--- config.mk ---
export PLATFORM = sky130hd
export DESIGN_NAME = riscv_decode_stage
export DESIGN_NICKNAME = d
export VERILOG_FILES = /design/src/rtl/riscv_pkg.sv /design/src/rtl/riscv_insn_fields_decode.sv /design/src/rtl/riscv_decode_stage.sv
export SDC_FILE = /design/constraint.sdc
export NUM_CORES = 1
export LEC_CHECK = 0
export ABC_AREA = 1
export CORE_ASPECT_RATIO = 1.5
export CORE_MARGIN = 2
export CORE_UTILIZATION = 34
export CTS_CLUSTER_SIZE = 28
export DETAILED_ROUTE_END_ITERATION = 8
export PLACE_DENSITY_LB_ADDON = 0.15
export SYNTH_ARGS = -nofsm -noshare
export SYNTH_HDL_FRONTEND = slang
export SYNTH_HIERARCHICAL = 1
export SYNTH_SLANG_ARGS = --single-unit
--- constraint.sdc ---
create_clock -name clk -period 2.3 [get_ports clk]
set_input_delay 0.46 -clock clk [delete_from_list [all_inputs] [get_ports clk]]
set_output_delay 0.46 -clock clk [all_outputs]
set_load 0.05 [all_outputs]
--- src/rtl/riscv_pkg.sv ---
// Shared opcodes, format enum and decoded-instruction record for the RV32I/RV64I decode stage.
// XLEN-wide values (pc, imm) travel next to decoded_t because a package cannot be parameterised.
package riscv_pkg;

    localparam logic [6:0] OPC_LUI       = 7'b0110111;
    localparam logic [6:0] OPC_AUIPC     = 7'b0010111;
    localparam logic [6:0] OPC_JAL       = 7'b1101111;
    localparam logic [6:0] OPC_JALR      = 7'b1100111;
    localparam logic [6:0] OPC_BRANCH    = 7'b1100011;
    localparam logic [6:0] OPC_LOAD      = 7'b0000011;
    localparam logic [6:0] OPC_STORE     = 7'b0100011;
    localparam logic [6:0] OPC_OP_IMM    = 7'b0010011;
    localparam logic [6:0] OPC_OP_IMM_32 = 7'b0011011;
    localparam logic [6:0] OPC_OP        = 7'b0110011;
    localparam logic [6:0] OPC_MISC_MEM  = 7'b0001111;
    localparam logic [6:0] OPC_SYSTEM    = 7'b1110011;
    localparam logic [6:0] OPC_OP_32     = 7'b0111011;

    typedef enum logic [2:0] {
        FMT_R    = 3'd0,
        FMT_I    = 3'd1,
        FMT_S    = 3'd2,
        FMT_B    = 3'd3,
        FMT_U    = 3'd4,
        FMT_J    = 3'd5,
        FMT_NONE = 3'd6
    } fmt_e;

    typedef struct packed {
        logic [31:0] insn;
        logic [6:0]  opcode;
        logic [4:0]  rd;
        logic [2:0]  funct3;
        logic [4:0]  rs1;
        logic [4:0]  rs2;
        logic [6:0]  funct7;
        fmt_e        fmt;
        logic        illegal;
        logic        is_muldiv;
    } decoded_t;

endpackage

--- src/rtl/riscv_insn_fields_decode.sv ---
// Combinational field extraction, format classification, immediate generation and legality check.
// Define RISCV_DECODE_M_EN to accept the M-extension encodings (funct7=0000001 on OP/OP-32).
module riscv_insn_fields_decode
    import riscv_pkg::*;
#(
    parameter int XLEN = 32
) (
    input  logic [31:0]     insn,
    output decoded_t        dec,
    output logic [XLEN-1:0] imm
);

`ifdef RISCV_DECODE_M_EN
    localparam bit M_EN = 1'b1;
`else
    localparam bit M_EN = 1'b0;
`endif

    function automatic logic [XLEN-1:0] sext32(input logic signed [31:0] v);
        logic signed [XLEN-1:0] w;
        w = v;
        return w;
    endfunction

    logic [6:0]        opc;
    logic [2:0]        f3;
    logic [6:0]        f7;
    fmt_e              fmt;
    logic              illegal;
    logic              muldiv;
    logic signed [31:0] imm32;

    assign opc = insn[6:0];
    assign f3  = insn[14:12];
    assign f7  = insn[31:25];

    always_comb begin
        fmt     = FMT_NONE;
        illegal = 1'b0;
        muldiv  = 1'b0;
        case (opc)
            OPC_LUI, OPC_AUIPC: fmt = FMT_U;
            OPC_JAL:            fmt = FMT_J;
            OPC_JALR, OPC_OP_IMM, OPC_SYSTEM, OPC_MISC_MEM: fmt = FMT_I;
            OPC_OP_IMM_32: begin
                fmt = FMT_I;
                if (XLEN == 32) illegal = 1'b1;
            end
            OPC_LOAD: begin
                fmt = FMT_I;
                if (f3 == 3'b111 || (XLEN == 32 && (f3 == 3'b011 || f3 == 3'b110)))
                    illegal = 1'b1;
            end
            OPC_STORE: begin
                fmt = FMT_S;
                if (f3 >= ((XLEN == 32) ? 3'd3 : 3'd4)) illegal = 1'b1;
            end
            OPC_BRANCH: begin
                fmt = FMT_B;
                if (f3 == 3'b010 || f3 == 3'b011) illegal = 1'b1;
            end
            OPC_OP, OPC_OP_32: begin
                fmt = FMT_R;
                if (opc == OPC_OP_32 && XLEN == 32) illegal = 1'b1;
                case (f7)
                    7'b0000000: ;
                    7'b0100000: if (f3 != 3'b000 && f3 != 3'b101) illegal = 1'b1;
                    7'b0000001: begin
                        if (M_EN) begin
                            muldiv = 1'b1;
                            // The word-sized M ops have no mulh/mulhsu/mulhu forms.
                            if (opc == OPC_OP_32 && f3 >= 3'b001 && f3 <= 3'b011) illegal = 1'b1;
                        end else begin
                            illegal = 1'b1;
                        end
                    end
                    default: illegal = 1'b1;
                endcase
            end
            default: illegal = 1'b1;
        endcase
        if (insn[1:0] != 2'b11) illegal = 1'b1;
        if (illegal) begin
            fmt    = FMT_NONE;
            muldiv = 1'b0;
        end
    end

    always_comb begin
        imm32 = '0;
        case (fmt)
            FMT_I:   imm32 = {{20{insn[31]}}, insn[31:20]};
            FMT_S:   imm32 = {{20{insn[31]}}, insn[31:25], insn[11:7]};
            FMT_B:   imm32 = {{19{insn[31]}}, insn[31], insn[7], insn[30:25], insn[11:8], 1'b0};
            FMT_U:   imm32 = {insn[31:12], 12'b0};
            FMT_J:   imm32 = {{11{insn[31]}}, insn[31], insn[19:12], insn[20], insn[30:21], 1'b0};
            default: imm32 = '0;
        endcase
    end

    assign imm = sext32(imm32);

    always_comb begin
        dec           = '0;
        dec.insn      = insn;
        dec.opcode    = opc;
        dec.rd        = insn[11:7];
        dec.funct3    = f3;
        dec.rs1       = insn[19:15];
        dec.rs2       = insn[24:20];
        dec.funct7    = f7;
        dec.fmt       = fmt;
        dec.illegal   = illegal;
        dec.is_muldiv = muldiv;
    end

endmodule

--- src/rtl/riscv_decode_stage.sv ---
// Registered RV32I/RV64I decode stage with a 2-entry skid buffer (output register + skid register).
// Optional M-extension decode is enabled by defining RISCV_DECODE_M_EN.
module riscv_decode_stage
    import riscv_pkg::*;
#(
    parameter int              XLEN     = 32,
    parameter logic [XLEN-1:0] PC_RESET = '0
) (
    input  logic            clk,
    input  logic            rst_n,
    input  logic            flush,
    input  logic            in_valid,
    output logic            in_ready,
    input  logic [31:0]     in_insn,
    input  logic [XLEN-1:0] in_pc,
    output logic            out_valid,
    input  logic            out_ready,
    output logic [XLEN-1:0] out_pc,
    output logic [31:0]     out_insn,
    output logic [6:0]      out_opcode,
    output logic [4:0]      out_rd,
    output logic [2:0]      out_funct3,
    output logic [4:0]      out_rs1,
    output logic [4:0]      out_rs2,
    output logic [6:0]      out_funct7,
    output logic [XLEN-1:0] out_imm,
    output fmt_e            out_fmt,
    output logic            out_illegal,
    output logic            out_is_muldiv
);

    if (XLEN != 32 && XLEN != 64) begin : g_xlen_check
        $error("riscv_decode_stage: XLEN must be 32 or 64");
    end

    typedef struct packed {
        decoded_t        dec;
        logic [XLEN-1:0] imm;
        logic [XLEN-1:0] pc;
    } entry_t;

    localparam entry_t RESET_ENTRY = '{dec: '0, imm: '0, pc: PC_RESET};

    decoded_t        in_dec;
    logic [XLEN-1:0] in_imm;
    entry_t          new_entry;

    entry_t out_q, out_d;
    entry_t skid_q, skid_d;
    logic   out_valid_q, out_valid_d;
    logic   skid_valid_q, skid_valid_d;
    logic   accept, drain;

    riscv_insn_fields_decode #(
        .XLEN(XLEN)
    ) u_fields (
        .insn(in_insn),
        .dec (in_dec),
        .imm (in_imm)
    );

    assign new_entry = '{dec: in_dec, imm: in_imm, pc: in_pc};

    // in_ready is a pure function of registered state, so it never follows out_ready.
    assign in_ready = rst_n && !skid_valid_q;
    assign accept   = in_valid && in_ready;
    assign drain    = out_valid_q && out_ready;

    always_comb begin
        out_d        = out_q;
        out_valid_d  = out_valid_q;
        skid_d       = skid_q;
        skid_valid_d = skid_valid_q;
        if (flush) begin
            out_valid_d  = 1'b0;
            skid_valid_d = 1'b0;
        end else if (!out_valid_q || drain) begin
            if (skid_valid_q) begin
                out_d        = skid_q;
                out_valid_d  = 1'b1;
                skid_valid_d = 1'b0;
            end else if (accept) begin
                out_d       = new_entry;
                out_valid_d = 1'b1;
            end else begin
                out_valid_d = 1'b0;
            end
        end else if (accept) begin
            skid_d       = new_entry;
            skid_valid_d = 1'b1;
        end
    end

    always_ff @(posedge clk) begin
        if (!rst_n) begin
            out_q        <= RESET_ENTRY;
            skid_q       <= RESET_ENTRY;
            out_valid_q  <= 1'b0;
            skid_valid_q <= 1'b0;
        end else begin
            out_q        <= out_d;
            skid_q       <= skid_d;
            out_valid_q  <= out_valid_d;
            skid_valid_q <= skid_valid_d;
        end
    end

    assign out_valid     = out_valid_q;
    assign out_pc        = out_q.pc;
    assign out_imm       = out_q.imm;
    assign out_insn      = out_q.dec.insn;
    assign out_opcode    = out_q.dec.opcode;
    assign out_rd        = out_q.dec.rd;
    assign out_funct3    = out_q.dec.funct3;
    assign out_rs1       = out_q.dec.rs1;
    assign out_rs2       = out_q.dec.rs2;
    assign out_funct7    = out_q.dec.funct7;
    assign out_fmt       = out_q.dec.fmt;
    assign out_illegal   = out_q.dec.illegal;
    assign out_is_muldiv = out_q.dec.is_muldiv;

endmodule

==> impl_metrics.toml <==
[outcome]
status = "completed"

[die]
row_count = 92
design.core.area_um2 = 41800
die_w_um = 171
dieArea_um2 = 43800
io_pins = 204
initial_core_util = 0.342
die-height_um = 255

[placement]
gp_congestion = 0.815
port-buffer-count = 203
dp_hpwl_mm = 28.8
placed_cells = 3031

[yosys]
yosys_register_bits = 268
seq_area_frac_synth = 0.375
synth_cell_types = 29
synthesis.area_um2 = 14300
synthesis.nets = 2451
ys_warn_count = 6
syn_inst = 2382
syn_area_per_cell_um2 = 6.00

[sta]
finalSetupViolCount = 0
finalCriticalPeriod_ps = 2230
rsz0062_at_grt = "true"
skew_ps = 10.3
timing.fmax_ghz = 0.449
hold_viol = 0
relSlewSlack = 0.548
post-route-period-util = 0.968
tightest_slew_ps = 680
slew_viol_final = 0

[setup_path]
cp_top_family = "buffers and inverters"
worst_ep_arrival_time_ps = 1770
end_kind = "primary output"
worst-path-buf-inv = 1
slowest_delay_ps = 820
crit_slowest_cell = "clkdlybuf4s50_1"
worstSetupPathType = "flip-flop to primary output"
worstPathRequired_ps = 1840
r2r_setup_slack_ps = 670
critPathLaunch = "out_funct7[0]"
critPathMaxFanout = 2
path_cells = "clkdlybuf4s50_1"
cp-start-kind = "flip-flop"
r2r_start = "skid_valid_q"

[drt]
vias_per_cell = 4.38
antenna_left = 0
drtIter0Drc = 614
wl_per_cell_um = 13.4
num_vias = 13500
routed_wl_mm = 41.4
dr.pass1.iters = 5
drc_errors = 0

[clock_network]
root_buffer = "clkbuf_16"
cts_setup_buffers = 0
clkTransAtPathRegs_ps = 60
cts_max_path_buffers = 3
ctsHtreeMaxLevel = 1
cts_sinks = 268
clock_latency_ps = 570
cts_tree = "built"
cts_buffers = 29

[pwr]
p_switching_mw = 3.19
ir_drop_mv = 0.483
seqPwrFrac = 0.421
p_comb_frac = 0.149
powerDensity_nw_per_um2 = 651
sw_frac_of_total = 0.277
pwr-share-clk = 0.430
p_leak_nw = 9.05
power_mw = 11.5
p_int_mw = 8.32

[final_layout]
area.growth.synth_to_final_pct = 23.7
final_cell_mix = "nor2_1, nand2_1, inv_1"
mostFrequentLayoutCell = "nor2_1"
regArea_um2 = 5370
nets = 2568
multi_input_area_um2 = 6560
fillers = 4490
diodes = 0
layoutNonFillerInstCount = 3084
layout-drive-gt1-share = 0.0794

[global_routing]
first_global_vias = 12200
grt_pass1_wl_mm = 64.7
grt_start_max_net_pins = 87
antenna_found_initial = 1
grt_util_all_layers = 0.186
globalRouteOverflowTotal = 0

[hold_path]
worstHoldStart = "rst_n"
min_path_type = "input port to flip-flop"

[job]
timing.max_cap.violations = 0
## power groups by stage
| stage | clock network [mW] | registers [mW] | logic (mW) |
|---|---|---|---|
| after floorplan | 0 | 5.35 | 0.724 |
| after global placement | 0 | 4.95 | 1.72 |
| after detailed placement | 0 | 4.96 | 1.73 |
| after CTS | 5.13 | 4.85 | 1.73 |
| after global routing | 5.29 | 4.86 | 1.87 |
| final | 4.96 | 4.85 | 1.71 |
## through the flow
stage / util / instance area [um^2] / hold WS, ps / TNS, ps / worst slack [ps]
after floorplan: - / 14300 / 454 / 0 / 300
after CTS: 0.421 / 17600 / 248 / 0 / 5.91
final: 0.423 / 17700 / 265 / 0 / 73.4
after global routing: 0.423 / 17700 / 269 / -303 / -59.0
after detailed placement: 0.398 / 16600 / 470 / -24970 / -519
after global placement: 0.398 / 16600 / 462 / -23500 / -497
## layer usage
metal,routed length [um],vias to the layer above,global-route usage,part of all wire
met2,20600,257,0.338,0.50
met3,2080,63,0.0331,0.050
li1,-,7132,-,-
met1,17500,6042,0.219,0.42
met4,1200,2,0.0608,0.029
met5,13,-,0,0.00031
## cell families (layout without fill, tap and decap cells)
logic type             count (synthesis)  after routing  synth area share
AOI/OAI and AO/OA                     20             20            0.0106
buffers and inverters                499            636             0.171
DFF                                  268            268             0.375
other                                  1              1          0.000262
and+or+nand+nor                     1594           1595             0.443
## what timing repair did
item	CTS	global route
hold endpoints to repair	0	0
pin swaps	0	8
hold buffers	0	0
setup endpoints to repair	6	37
gates cloned	0	1
resized for setup	6	30
## synth_stat cells
master | number | area, um^2
a21o_1 | 1 | 7.51
a21oi_1 | 4 | 20.0
a21oi_2 | 2 | 17.5
buf_1 | 18 | 67.6
buf_2 | 47 | 235
buf_4 | 75 | 563
buf_6 | 31 | 349
clkbuf_1 | 29 | 109
clkinv_2 | 1 | 5.00
conb_1 | 1 | 3.75
dfxtp_1 | 268 | 5370
inv_1 | 292 | 1100
inv_2 | 6 | 22.5
nand2_1 | 591 | 2220
nand2_2 | 5 | 31.3
nand2_4 | 1 | 11.3
nand3_1 | 147 | 736
nand3_2 | 11 | 110
nand3_4 | 1 | 17.5
nand4_1 | 3 | 18.8
nor2_1 | 823 | 3090
nor2_2 | 6 | 37.5
nor2_4 | 5 | 56.3
o2111ai_4 | 1 | 26.3
o21ai_0 | 3 | 15.0
o21ai_1 | 1 | 5.00
o21ai_4 | 1 | 16.3
o22ai_1 | 7 | 43.8
or2_4 | 1 | 8.76
## registers in the layout, indices dropped and copies added, names as in the netlist
signal         count
out_rd             5
out_funct7         7
out_imm           32
out_pc            32
out_illegal        1
out_funct3         3
out_opcode         7
out_fmt            3
out_valid          1
out_is_muldiv      1
out_rs2            5
skid_q           133
skid_valid_q       1
out_rs1            5
out_insn          32
## area by class of cell
class	count	share of cell area
multi-input cells	1616	0.371
flip-flops and latches	268	0.304
repair buffers	285	0.166
inverters	299	0.0635
clock buffers	41	0.0470
well taps	564	0.0399
clock inverters	11	0.00941
## final timing paths
path,end,cells past startpoint
worst max register to register,out_pc[6],6
worst min-delay path,skid_q[112],3
worst max-delay path,out_funct7[0],1
worst min register to register,out_funct3[0],2
No activity file was read; power rests on OpenSTA's default activity.
